===== config.mk =====
export PLATFORM = sky130hd
export DESIGN_NAME = ap_txn_recorder_flat
export DESIGN_NICKNAME = d
export VERILOG_FILES = /design/src/rtl/ap_txn_recorder_if.sv /design/src/rtl/ap_txn_recorder.sv /design/src/flat_wrapper.sv
export SDC_FILE = /design/constraint.sdc
export NUM_CORES = 1
export LEC_CHECK = 0
export BUFFER_PORTS_ARGS = -buffer_cell sky130_fd_sc_hd__buf_4
export CAP_MARGIN = 5
export CELL_PAD_IN_SITES_DETAIL_PLACEMENT = 1
export CELL_PAD_IN_SITES_GLOBAL_PLACEMENT = 1
export CORE_ASPECT_RATIO = 0.7
export CORE_UTILIZATION = 54
export CTS_CLUSTER_SIZE = 10
export DETAILED_ROUTE_END_ITERATION = 16
export PLACE_DENSITY = 0.77
export SLEW_MARGIN = 10
export SYNTH_ARGS = -nofsm -noshare
export SYNTH_HDL_FRONTEND = slang
export SYNTH_SLANG_ARGS = --single-unit

===== constraint.sdc =====
create_clock -name clock -period 8.6 [get_ports clock]
set_clock_uncertainty 0.05 [all_clocks]
set_input_delay 0.43 -clock clock [delete_from_list [all_inputs] [get_ports clock]]
set_output_delay 0.43 -clock clock [all_outputs]
set_load 0.02 [all_outputs]

===== src/rtl/ap_txn_recorder_if.sv =====
// Bundle of the monitored ap_ctrl_hs taps, the record stream and the
// recorder status flags. The recorder itself uses the slave modport.
interface ap_txn_recorder_if #(
  parameter int TS_W  = 32,
  parameter int LAT_W = 16
);
  logic             ap_start;
  logic             ap_ready;
  logic             ap_done;
  logic             ap_continue;
  logic             finish;
  logic             rec_valid;
  logic             rec_ready;
  logic [15:0]      rec_id;
  logic [TS_W-1:0]  rec_start_ts;
  logic [LAT_W-1:0] rec_latency;
  logic [LAT_W-1:0] rec_interval;
  logic             rec_last;
  logic [15:0]      dropped_cnt;
  logic             sq_overflow;
  logic             orphan_done;
  logic             drained;

  modport master (
    output ap_start, ap_ready, ap_done, ap_continue, finish, rec_ready,
    input  rec_valid, rec_id, rec_start_ts, rec_latency, rec_interval,
           rec_last, dropped_cnt, sq_overflow, orphan_done, drained
  );

  modport slave (
    input  ap_start, ap_ready, ap_done, ap_continue, finish, rec_ready,
    output rec_valid, rec_id, rec_start_ts, rec_latency, rec_interval,
           rec_last, dropped_cnt, sq_overflow, orphan_done, drained
  );
endinterface


===== src/rtl/ap_txn_recorder.sv =====
// Transaction recorder for one ap_ctrl_hs module: pairs starts with dones,
// builds {id, start_ts, latency, interval} records and streams them out
// through a first-word-fall-through record FIFO.
//
// state    | meaning
// ---------+-----------------------------------------------------------
// ST_RUN   | normal capture of start and done events
// ST_DRAIN | finish seen; starts ignored, outstanding dones still paired
// ST_DONE  | terminal until reset; late dones only flag orphan_done
module ap_txn_recorder #(
  parameter int TS_W     = 32,
  parameter int LAT_W    = 16,
  parameter int SQ_DEPTH = 4,
  parameter int DEPTH    = 8
) (
  input  logic              clock,
  input  logic              reset,
  ap_txn_recorder_if.slave  bus
);
  localparam int SQ_AW   = $clog2(SQ_DEPTH);
  localparam int FIFO_AW = $clog2(DEPTH);

  localparam logic [1:0] ST_RUN   = 2'd0;
  localparam logic [1:0] ST_DRAIN = 2'd1;
  localparam logic [1:0] ST_DONE  = 2'd2;

  localparam logic [SQ_AW:0]   SQ_FULL_CNT   = (SQ_AW+1)'(SQ_DEPTH);
  localparam logic [FIFO_AW:0] FIFO_FULL_CNT = (FIFO_AW+1)'(DEPTH);

  // Modulo difference clamped to the field width.
  function automatic logic [LAT_W-1:0] sat_diff(input logic [TS_W-1:0] a,
                                                input logic [TS_W-1:0] b);
    logic [TS_W-1:0] d;
    d = a - b;
    if (|(d >> LAT_W)) return '1;
    return d[LAT_W-1:0];
  endfunction

  logic [TS_W-1:0]  ts_q;
  logic [1:0]       state_q, state_d;
  logic [15:0]      id_q;
  logic [TS_W-1:0]  prev_ts_q;
  logic [15:0]      dropped_q;
  logic             sq_ovf_q;
  logic             orphan_q;

  // Start queue: timestamp, precomputed interval and id per outstanding start.
  logic [TS_W-1:0]  sq_ts_q  [SQ_DEPTH];
  logic [LAT_W-1:0] sq_int_q [SQ_DEPTH];
  logic [15:0]      sq_id_q  [SQ_DEPTH];
  logic [SQ_AW-1:0] sq_wr_q, sq_rd_q;
  logic [SQ_AW:0]   sq_cnt_q;

  // Record FIFO.
  logic [15:0]        ff_id_q  [DEPTH];
  logic [TS_W-1:0]    ff_ts_q  [DEPTH];
  logic [LAT_W-1:0]   ff_lat_q [DEPTH];
  logic [LAT_W-1:0]   ff_int_q [DEPTH];
  logic [FIFO_AW-1:0] ff_wr_q, ff_rd_q;
  logic [FIFO_AW:0]   ff_cnt_q;

  logic raw_start, raw_done, start_ev, done_ev;
  logic sq_empty, sq_full, sq_push, sq_pop;
  logic pair_bypass, pair_ok;
  logic ff_full, ff_push, ff_pop, rec_drop;
  logic sq_ovf_set, orphan_set;
  logic             rec_valid;
  logic [LAT_W-1:0] start_int;
  logic [15:0]      new_id;
  logic [TS_W-1:0]  new_ts;
  logic [LAT_W-1:0] new_lat, new_int;

  assign raw_start = bus.ap_start & bus.ap_ready;
  assign raw_done  = bus.ap_done & bus.ap_continue;
  // finish blocks starts in the very cycle it is first seen
  assign start_ev  = raw_start & (state_q == ST_RUN) & ~bus.finish;
  assign done_ev   = raw_done & (state_q != ST_DONE);

  assign sq_empty = (sq_cnt_q == '0);
  assign sq_full  = (sq_cnt_q == SQ_FULL_CNT);

  // A done with an empty queue pairs directly with a same-cycle start.
  assign pair_bypass = done_ev & sq_empty & start_ev;
  assign sq_pop      = done_ev & ~sq_empty;
  assign pair_ok     = pair_bypass | sq_pop;
  assign sq_push     = start_ev & ~pair_bypass & (~sq_full | sq_pop);
  assign sq_ovf_set  = start_ev & sq_full & ~sq_pop;
  assign orphan_set  = raw_done & ((state_q == ST_DONE) | (sq_empty & ~start_ev));

  assign start_int = (id_q == 16'd0) ? '0 : sat_diff(ts_q, prev_ts_q);

  assign new_id  = pair_bypass ? id_q      : sq_id_q[sq_rd_q];
  assign new_ts  = pair_bypass ? ts_q      : sq_ts_q[sq_rd_q];
  assign new_int = pair_bypass ? start_int : sq_int_q[sq_rd_q];
  assign new_lat = pair_bypass ? '0        : sat_diff(ts_q, sq_ts_q[sq_rd_q]);

  assign rec_valid = (ff_cnt_q != '0);
  assign ff_full   = (ff_cnt_q == FIFO_FULL_CNT);
  assign ff_pop    = rec_valid & bus.rec_ready;
  assign ff_push   = pair_ok & (~ff_full | ff_pop);
  assign rec_drop  = pair_ok & ff_full & ~ff_pop;

  // Next-state logic for the run/drain/done sequencing.
  always_comb begin
    state_d = state_q;
    case (state_q)
      ST_RUN:   if (bus.finish) state_d = ST_DRAIN;
      ST_DRAIN: if (sq_empty && !done_ev) state_d = ST_DONE;
      default:  state_d = ST_DONE;
    endcase
  end

  // Timestamp, FSM, id counter, sticky flags and drop counter.
  always_ff @(posedge clock or posedge reset) begin
    if (reset) begin
      ts_q      <= '0;
      state_q   <= ST_RUN;
      id_q      <= '0;
      prev_ts_q <= '0;
      dropped_q <= '0;
      sq_ovf_q  <= 1'b0;
      orphan_q  <= 1'b0;
    end else begin
      ts_q    <= ts_q + 1'b1;
      state_q <= state_d;
      if (start_ev) begin
        id_q      <= id_q + 1'b1;
        prev_ts_q <= ts_q;
      end
      if (rec_drop && dropped_q != 16'hFFFF) dropped_q <= dropped_q + 1'b1;
      if (sq_ovf_set) sq_ovf_q <= 1'b1;
      if (orphan_set) orphan_q <= 1'b1;
    end
  end

  // Start queue pointers and occupancy.
  always_ff @(posedge clock or posedge reset) begin
    if (reset) begin
      sq_wr_q  <= '0;
      sq_rd_q  <= '0;
      sq_cnt_q <= '0;
    end else begin
      if (sq_push) sq_wr_q <= sq_wr_q + 1'b1;
      if (sq_pop)  sq_rd_q <= sq_rd_q + 1'b1;
      case ({sq_push, sq_pop})
        2'b10:   sq_cnt_q <= sq_cnt_q + 1'b1;
        2'b01:   sq_cnt_q <= sq_cnt_q - 1'b1;
        default: sq_cnt_q <= sq_cnt_q;
      endcase
    end
  end

  // Start queue storage; contents are meaningless while the count is zero.
  always_ff @(posedge clock) begin
    if (sq_push) begin
      sq_ts_q[sq_wr_q]  <= ts_q;
      sq_int_q[sq_wr_q] <= start_int;
      sq_id_q[sq_wr_q]  <= id_q;
    end
  end

  // Record FIFO pointers and occupancy.
  always_ff @(posedge clock or posedge reset) begin
    if (reset) begin
      ff_wr_q  <= '0;
      ff_rd_q  <= '0;
      ff_cnt_q <= '0;
    end else begin
      if (ff_push) ff_wr_q <= ff_wr_q + 1'b1;
      if (ff_pop)  ff_rd_q <= ff_rd_q + 1'b1;
      case ({ff_push, ff_pop})
        2'b10:   ff_cnt_q <= ff_cnt_q + 1'b1;
        2'b01:   ff_cnt_q <= ff_cnt_q - 1'b1;
        default: ff_cnt_q <= ff_cnt_q;
      endcase
    end
  end

  // Record FIFO storage; a full-FIFO push with a pop overwrites the head being read out.
  always_ff @(posedge clock) begin
    if (ff_push) begin
      ff_id_q[ff_wr_q]  <= new_id;
      ff_ts_q[ff_wr_q]  <= new_ts;
      ff_lat_q[ff_wr_q] <= new_lat;
      ff_int_q[ff_wr_q] <= new_int;
    end
  end

  // Data fields are forced to zero when empty so stale storage never shows after reset.
  assign bus.rec_valid    = rec_valid;
  assign bus.rec_id       = rec_valid ? ff_id_q[ff_rd_q]  : '0;
  assign bus.rec_start_ts = rec_valid ? ff_ts_q[ff_rd_q]  : '0;
  assign bus.rec_latency  = rec_valid ? ff_lat_q[ff_rd_q] : '0;
  assign bus.rec_interval = rec_valid ? ff_int_q[ff_rd_q] : '0;
  assign bus.rec_last     = rec_valid & (state_q == ST_DONE) & (ff_cnt_q == (FIFO_AW+1)'(1));
  assign bus.dropped_cnt  = dropped_q;
  assign bus.sq_overflow  = sq_ovf_q;
  assign bus.orphan_done  = orphan_q;
  assign bus.drained      = (state_q == ST_DONE) & ~rec_valid;
endmodule


===== src/flat_wrapper.sv =====
// flat-port wrapper written by rule: the top's interface ports become plain ports
module ap_txn_recorder_flat 
#(
  parameter int TS_W     = 32,
  parameter int LAT_W    = 16,
  parameter int SQ_DEPTH = 4,
  parameter int DEPTH    = 8
)
  (clock, reset, bus_ap_start, bus_ap_ready, bus_ap_done, bus_ap_continue, bus_finish, bus_rec_ready, bus_rec_valid, bus_rec_id, bus_rec_start_ts, bus_rec_latency, bus_rec_interval, bus_rec_last, bus_dropped_cnt, bus_sq_overflow, bus_orphan_done, bus_drained);
  ap_txn_recorder_if #(.TS_W(TS_W), .LAT_W(LAT_W)) bus_i ();
  input  logic clock;
  input  logic reset;
  input wire logic [$bits(bus_i.ap_start)-1:0] bus_ap_start;
  input wire logic [$bits(bus_i.ap_ready)-1:0] bus_ap_ready;
  input wire logic [$bits(bus_i.ap_done)-1:0] bus_ap_done;
  input wire logic [$bits(bus_i.ap_continue)-1:0] bus_ap_continue;
  input wire logic [$bits(bus_i.finish)-1:0] bus_finish;
  input wire logic [$bits(bus_i.rec_ready)-1:0] bus_rec_ready;
  output wire logic [$bits(bus_i.rec_valid)-1:0] bus_rec_valid;
  output wire logic [$bits(bus_i.rec_id)-1:0] bus_rec_id;
  output wire logic [$bits(bus_i.rec_start_ts)-1:0] bus_rec_start_ts;
  output wire logic [$bits(bus_i.rec_latency)-1:0] bus_rec_latency;
  output wire logic [$bits(bus_i.rec_interval)-1:0] bus_rec_interval;
  output wire logic [$bits(bus_i.rec_last)-1:0] bus_rec_last;
  output wire logic [$bits(bus_i.dropped_cnt)-1:0] bus_dropped_cnt;
  output wire logic [$bits(bus_i.sq_overflow)-1:0] bus_sq_overflow;
  output wire logic [$bits(bus_i.orphan_done)-1:0] bus_orphan_done;
  output wire logic [$bits(bus_i.drained)-1:0] bus_drained;
  assign bus_i.ap_start = bus_ap_start;
  assign bus_i.ap_ready = bus_ap_ready;
  assign bus_i.ap_done = bus_ap_done;
  assign bus_i.ap_continue = bus_ap_continue;
  assign bus_i.finish = bus_finish;
  assign bus_i.rec_ready = bus_rec_ready;
  assign bus_rec_valid = bus_i.rec_valid;
  assign bus_rec_id = bus_i.rec_id;
  assign bus_rec_start_ts = bus_i.rec_start_ts;
  assign bus_rec_latency = bus_i.rec_latency;
  assign bus_rec_interval = bus_i.rec_interval;
  assign bus_rec_last = bus_i.rec_last;
  assign bus_dropped_cnt = bus_i.dropped_cnt;
  assign bus_sq_overflow = bus_i.sq_overflow;
  assign bus_orphan_done = bus_i.orphan_done;
  assign bus_drained = bus_i.drained;
  ap_txn_recorder #(.TS_W(TS_W), .LAT_W(LAT_W), .SQ_DEPTH(SQ_DEPTH), .DEPTH(DEPTH)) u_core (.clock(clock), .reset(reset), .bus(bus_i));
endmodule

# Word level (Yosys, flattened, before mapping)
# Memory sizes are Yosys's and may differ from the RTL's.
# Index checks and enable logic that the tools add are counted.
dict set report word_totals {
  regBits 117
  latch_bits 0
  mem_bits_rw 896
  mem_bits_ro 0
  input_bits 8
  output_inout_bits 101
  elab_cells 116
  n_memories 7
}
dict set report classes {
  addsub 13
  mul 0
  div_mod_pow 0
  magnitude_cmp 0
  eq_ne 13
  shift 0
  mux 24
  n_bitwise 34
  reduce_logical 12
}
# memory words word_bits read_ports rd_ports_with_merged_regs write_ports line_no
set mem_list {}
lappend mem_list {u_core.ff_ts_q 8 32 1 0 1 ap_txn_recorder.sv:56} ;# logic [TS_W-1:0] ff_ts_q [DEPTH];
lappend mem_list {u_core.ff_id_q 8 16 1 0 1 ap_txn_recorder.sv:55} ;# logic [15:0] ff_id_q [DEPTH];
lappend mem_list {u_core.ff_int_q 8 16 1 0 1 ap_txn_recorder.sv:58} ;# logic [LAT_W-1:0] ff_int_q [DEPTH];
lappend mem_list {u_core.ff_lat_q 8 16 1 0 1 ap_txn_recorder.sv:57} ;# logic [LAT_W-1:0] ff_lat_q [DEPTH];
lappend mem_list {u_core.sq_ts_q 4 32 1 0 1 ap_txn_recorder.sv:48} ;# logic [TS_W-1:0] sq_ts_q [SQ_DEPTH];
lappend mem_list {u_core.sq_id_q 4 16 1 0 1 ap_txn_recorder.sv:50} ;# logic [15:0] sq_id_q [SQ_DEPTH];
lappend mem_list {{+1 memories} - - - - - -}
# op count
set ops {}
lappend ops {{2-to-1 mux 16 bit} 11}
lappend ops {{2-to-1 mux 32 bit} 2}
lappend ops {{subtractor 32 bit} 2}
lappend ops {{adder 16 x 1 -> 16 bit (second input constant)} 2}
lappend ops {{adder 32 x 1 -> 32 bit (second input constant)} 1}
lappend ops {{OR reduction 16 bit} 2}
lappend ops {{AND 1 bit} 21}
lappend ops {{logical NOT 16 bit} 1}
lappend ops {{!= test 16 bit (second input constant)} 1}
lappend ops {{adder 3 x 1 -> 3 bit (second input constant)} 3}
lappend ops {{inverter 1 bit} 9}
lappend ops {{case mux 4 bit (2 select lines)} 1}
lappend ops {{== test 2 x 1 -> 1 bit (second input constant)} 3}
lappend ops {{== test 2 bit (second input constant)} 3}
lappend ops {{2-to-1 mux 1 bit} 6}
lappend ops {{case mux 3 bit (2 select lines)} 1}
lappend ops {{adder 2 x 1 -> 2 bit (second input constant)} 2}
lappend ops {{adder 4 x 1 -> 4 bit (second input constant)} 1}
lappend ops {{== test 4 x 1 -> 1 bit (second input constant)} 1}
lappend ops {{== test 4 bit (second input constant)} 1}
lappend ops {{2-to-1 mux 2 bit} 2}
lappend ops {{!= test 2 bit (second input constant)} 2}
lappend ops {{OR 1 bit} 4}
lappend ops {{case mux 2 bit (2 select lines)} 1}
lappend ops {{other kinds (11)} 13}

# Logic depth before layout (Yosys ltp)
dict set report depth {
  word_depth 9
  ltp_mapped 17
}

# Worst setup path before layout
# OpenSTA, ideal clock, no wires.
dict set report synth_timing {
  path_type {input port to flip-flop}
  startpoint {input port bus_finish}
  endpoint {memory u_core.ff_id_q[0][0] (enable)}
  t_arrival_ns 6.869
  required_ns 7.934
  slack_ns 1.065
  path_stages 6
  path_buffers 0
  cell_sequence {nor2_1 nand4b_1 a21oi_1 nor2b_1 nand2b_1 nor3_1}
}
dict set report synth_via {
  elab_chain_len 7
}
# item line_no
set synth_lines {}
lappend synth_lines {{from (decl)} flat_wrapper.sv:17} ;# input wire logic [$bits(bus_i.finish)-1:0] bus_finish;
lappend synth_lines {{inverter 1 bit} ap_txn_recorder.sv:76} ;# assign start_ev = raw_start & (state_q == ST_RUN) & ~bus.finish;
lappend synth_lines {{AND 1 bit} ap_txn_recorder.sv:76}
lappend synth_lines {{AND 1 bit} ap_txn_recorder.sv:83} ;# assign pair_bypass = done_ev & sq_empty & start_ev;
lappend synth_lines {{OR 1 bit} ap_txn_recorder.sv:85} ;# assign pair_ok = pair_bypass | sq_pop;
lappend synth_lines {{AND 1 bit} ap_txn_recorder.sv:100} ;# assign ff_push = pair_ok & (~ff_full | ff_pop);
lappend synth_lines {{2-to-1 mux 1 bit} ap_txn_recorder.sv:181} ;# if (ff_push) begin
lappend synth_lines {{2-to-1 mux 1 bit (not written as such)} ap_txn_recorder.sv:182} ;# ff_id_q[ff_wr_q] <= new_id;
lappend synth_lines {{to (decl)} ap_txn_recorder.sv:55}
# No other way between the ends.

# Final worst setup path
dict set report layout_timing {
  startpoint {register u_core.sq_rd_q[0]}
  endpoint {memory u_core.ff_lat_q[7][14], data pin}
}
dict set report layout_via {
  elab_chain_len 6
}
# item line_no
set layout_lines {}
lappend layout_lines {{from (decl)} ap_txn_recorder.sv:51} ;# logic [SQ_AW-1:0] sq_wr_q, sq_rd_q;
lappend layout_lines {{from (signal assigned)} ap_txn_recorder.sv:144} ;# if (sq_pop) sq_rd_q <= sq_rd_q + 1'b1;
lappend layout_lines {{memory read (4 x 32 bit) *} -}
lappend layout_lines {{subtractor 32 bit *} ap_txn_recorder.sv:34} ;# d = a - b;
lappend layout_lines {{OR reduction 16 bit} ap_txn_recorder.sv:35} ;# if (|(d >> LAT_W)) return '1;
lappend layout_lines {{2-to-1 mux 1 bit} ap_txn_recorder.sv:35}
lappend layout_lines {{2-to-1 mux 16 bit *} ap_txn_recorder.sv:36} ;# return d[LAT_W-1:0];
lappend layout_lines {{2-to-1 mux 16 bit *} ap_txn_recorder.sv:95} ;# assign new_lat = pair_bypass ? '0 : sat_diff(ts_q, sq_ts_q[sq_rd_q]);
lappend layout_lines {{via u_core.new_lat[14]} ap_txn_recorder.sv:71} ;# logic [LAT_W-1:0] new_lat, new_int;
lappend layout_lines {{to (decl)} ap_txn_recorder.sv:57}
# Mark *: on every way through the listed nets, which the timed path passes. The rest lies on a longest branch.

==> qor.yml <==
pwr:
  p_clk_frac: 0.281
  swShare: 0.338
  power_density_nw_per_um2: 319
  p_sw_w: 0.00529
  p_int_w: 0.0104
  ir_worst_vdd_uv: 212
  p_total_w: 0.0156
  leakagePower_nw: 16.3
  pwr-share-seq: 0.393
  comb_power_share: 0.326
synthesis:
  syn_avg_cell_area_sq_um: 16.2
  syn_nets: 2781
  yosysWarnings: 0
  yosys.area.top_type: "edfxtp_1"
  ys.flop_type: "edfxtp_1"
  ys_types: 73
  async_flop_share: 0.115
  ys_seq_elements: 1013
  seq_area_frac_synth: 0.685
  synth_edf_count: 896
  netlist_instances: 2694
  synth_area_sq_um: 43600
  synth.area.top_cells: "edfxtp_1 (62%), mux4_2 (12%), dfrtp_1 (6.7%)"
  synth_top_area_frac: 0.617
die:
  dieWidth_um: 342
  dieArea_sq_um: 81900
  initial_utilization: 0.550
  num_io_pins: 109
  die_y_um: 240
  core_sq_um: 79300
  rows: 86
layout:
  layout.nets: 2926
  n_antenna_cell: 0
  syn2layout_area_growth_pct: 12.5
  drive_gt1_frac: 0.188
  fin_util: 0.618
sta:
  fmax_mhz: 169
  min_period_ns: 5.91
  worst_slack_ns: 2.69
  relSlewSlack: 0.136
  timing.final.crit_share: 0.687
  rsz0062_at_grt: "false"
  hold_viol: 0
  maxSlewViolCount: 0
  setup_viol: 0
  worst_pin_slew_ns: 1.29
  setup_tns_ns: 0
global_route:
  grtUsageTotal: 0.277
  busiest_layer: "met2"
  antenna_found_initial: 0
  overflow: 0
  grt_max_degree: 99
  use_met3: 0.0405
  grt_pass1_wl_um: 168000
  grt_util_met2: 0.439
  grt_pass1_vias: 26600
  grt.met1_usage: 0.408
detailed_routing:
  dr.pass1.iters: 9
  via_per_inst: 6.23
  postRouteAntennaNets: 0
  dr_total_vias: 24800
  wl_per_cell_um: 27.9
  wl_um: 111000
  drt_iter0_drc: 2171
  drc: 0
setup_path:
  cpPeakStageDelay_ns: 0.98
  crit_arrival_ns: 6.19
  cp_top_family: "simple AND/OR/NAND/NOR gates"
  crit_required_ns: 8.89
  worstPathCellList: "buf_4, mux4_2, inv_1, ha_1, a21oi_1, o21ai_0, nor4_1, nor2_1, nand3b_1, or3b_1, or4_1, nor3_1, a21oi_1"
  critPathMaxFanout: 39
  cp-start-kind: "register"
  reg2reg_slack_ns: 2.69
  critical_path_buf_inv_count: 2
  crit_type: "register to register"
  end_kind: "register"
  slowest_stage: "dfrtp_4"
  crit_top_cell: "a21oi_1"
clock_tree:
  cts_resized: 0
  clockBufferDepth: 3
  cts_tree: "built"
  clkLatencyLatePin_ns: 0.68
  htreeDepth: 3
  cts_inserted_buffers: 112
  clk_pin_slew_worst_paths_ns: 0.06
  clockRootBuffer: "clkbuf_16"
  clock-sinks: 1013
outcome:
  status: "complete, no violations"
placement:
  dp_hpwl_um: 67500
  portBuffers: 108
  post-place-ws_ns: 2.69
  place_congestion: 0.886
run:
  maxCapViolations: 0
hold_path:
  hold_path.class: "primary input to register"
==> cells in the final DEF, fill, tap and decap left out, drive strengths merged, types with 11 or more instances in the layout <==
cell,n
nand4,23
a21o,16
nand3,42
xnor2,76
and3,22
a21oi,100
buf,156
a41oi,13
nor2,156
nor3,35
and2,11
a31oi,19
inv,86
clkbuf,195
nand2b,14
o211ai,16
ha,76
nand2,238
edfxtp,896
xor2,45
mux4,224
mux2i,82
dfrtp,117
nor4,16
o21ai,128
==> per-stage QoR <==
| stage | std cells | area, sq um | hold WS (ns) |
|---|---|---|---|
| floorplan | 2694 | 43600 | 0.400 |
| global placement | 3778 | 45700 | 0.421 |
| detailed placement | 3778 | 45700 | 0.431 |
| CTS | 3981 | 49000 | 0.00241 |
| global route | 3981 | 49000 | 0.0421 |
| finish | 3981 | 49000 | 0.0412 |
==> kinds of logic after synthesis <==
| group | after synthesis | share of synthesized area |
|---|---|---|
| XOR/XNOR | 121 | 0.0243 |
| AO/OA/AOI/OAI | 358 | 0.0498 |
| AND/OR/NAND/NOR | 599 | 0.0635 |
| multiplexers | 311 | 0.136 |
| flip-flops | 1013 | 0.685 |
| adder cells (fa/ha/maj) | 79 | 0.0232 |
| buffers and inverters | 213 | 0.0187 |
==> flip-flops by register name, summed over array words and instances (netlist names), 32 cells and up <==
register	count
u_core.ts_q	32
u_core.ff_ts_q	256
u_core.prev_ts_q	32
u_core.ff_int_q	128
u_core.ff_lat_q	128
u_core.sq_ts_q	128
u_core.sq_int_q	64
u_core.ff_id_q	128
u_core.sq_id_q	64
==> routing by layer <==
layer / up-vias / wire [um]
li1: 10800 / -
met4: 0 / 2480
met1: 13200 / 50400
met5: - / 0
met2: 758 / 52000
met3: 141 / 6160
==> final timing paths <==
path                                                start                                      to  depth (start not counted)
max in group asynchronous                           reset   u_core.bus.dropped_cnt[7]$_DFFE_PP0P_                          4
max reg2reg                 u_core.sq_rd_q[0]$_DFFE_PP0P_        u_core.ff_lat_q[7][14]$_DFFE_PP_                         13
min reg2reg                u_core.ff_cnt_q[3]$_DFFE_PP0P_          u_core.ff_cnt_q[3]$_DFFE_PP0P_                          1
min in group asynchronous                           reset  u_core.bus.dropped_cnt[11]$_DFFE_PP0P_                          3
max                         u_core.sq_rd_q[0]$_DFFE_PP0P_        u_core.ff_lat_q[7][14]$_DFFE_PP_                         13
min                                           bus_ap_done      u_core.bus.orphan_done$_DFFE_PP0P_                          3
==> worst reg2reg max path, stage by stage (launching register included) <==
cell and delay, ns:
dfrtp_4 0.98, buf_4 0.69, mux4_2 0.59, inv_1 0.10, ha_1 0.29, a21oi_1 0.28, o21ai_0 0.21, nor4_1 0.35
nor2_1 0.11, nand3b_1 0.10, or3b_1 0.35, or4_1 0.86, nor3_1 0.36, a21oi_1 0.24
==> repair_timing <==
| item | CTS | global route |
|---|---|---|
| hold endpoints to repair | 61 | 0 |
| hold buffers | 3 | 0 |
| setup buffers | 0 | 0 |
==> synthesized netlist by cell type (all sizes together), types with 7 or more instances <==
| library cell | instances |
|---|---|
| mux2i | 82 |
| nor4 | 16 |
| dfrtp | 117 |
| edfxtp | 896 |
| o211ai | 16 |
| mux4 | 224 |
| nor2b | 9 |
| a211oi | 7 |
| buf | 38 |
| nor3 | 35 |
| nor2 | 156 |
| and2 | 11 |
| a41oi | 13 |
| a21o | 16 |
| nand4 | 23 |
| clkbuf | 90 |
| xor2 | 45 |
| nand3 | 42 |
| and3 | 22 |
| nand2 | 238 |
| o21ai | 128 |
| xnor2 | 76 |
| a31oi | 19 |
| o21a | 8 |
| ha | 76 |
| a21oi | 100 |
| inv | 85 |
| nand2b | 14 |
| o21bai | 8 |
==> power by group through the flow <==
stage          clock network (W)  logic, W  registers [W]
2_1_floorplan                  0   0.00350        0.00600
4_1_cts                  0.00448   0.00513        0.00615
3_5_place_dp                   0   0.00507        0.00625
6_report                 0.00440   0.00510        0.00615
5_1_grt                  0.00465   0.00547        0.00619
3_3_place_gp                   0   0.00496        0.00622
==> cell type report <==
type | count | area, sq um
Clock buffer | 195 | 3200
Inverter | 85 | 322
Timing Repair Buffer | 159 | 1210
Sequential cell | 1013 | 29800
Tap cell | 1056 | 1320
Multi-Input combinational cell | 1468 | 13000
Clock inverter | 5 | 113
Fill cell | 7012 | 30300
No activity file was read; power rests on OpenSTA's default activity.
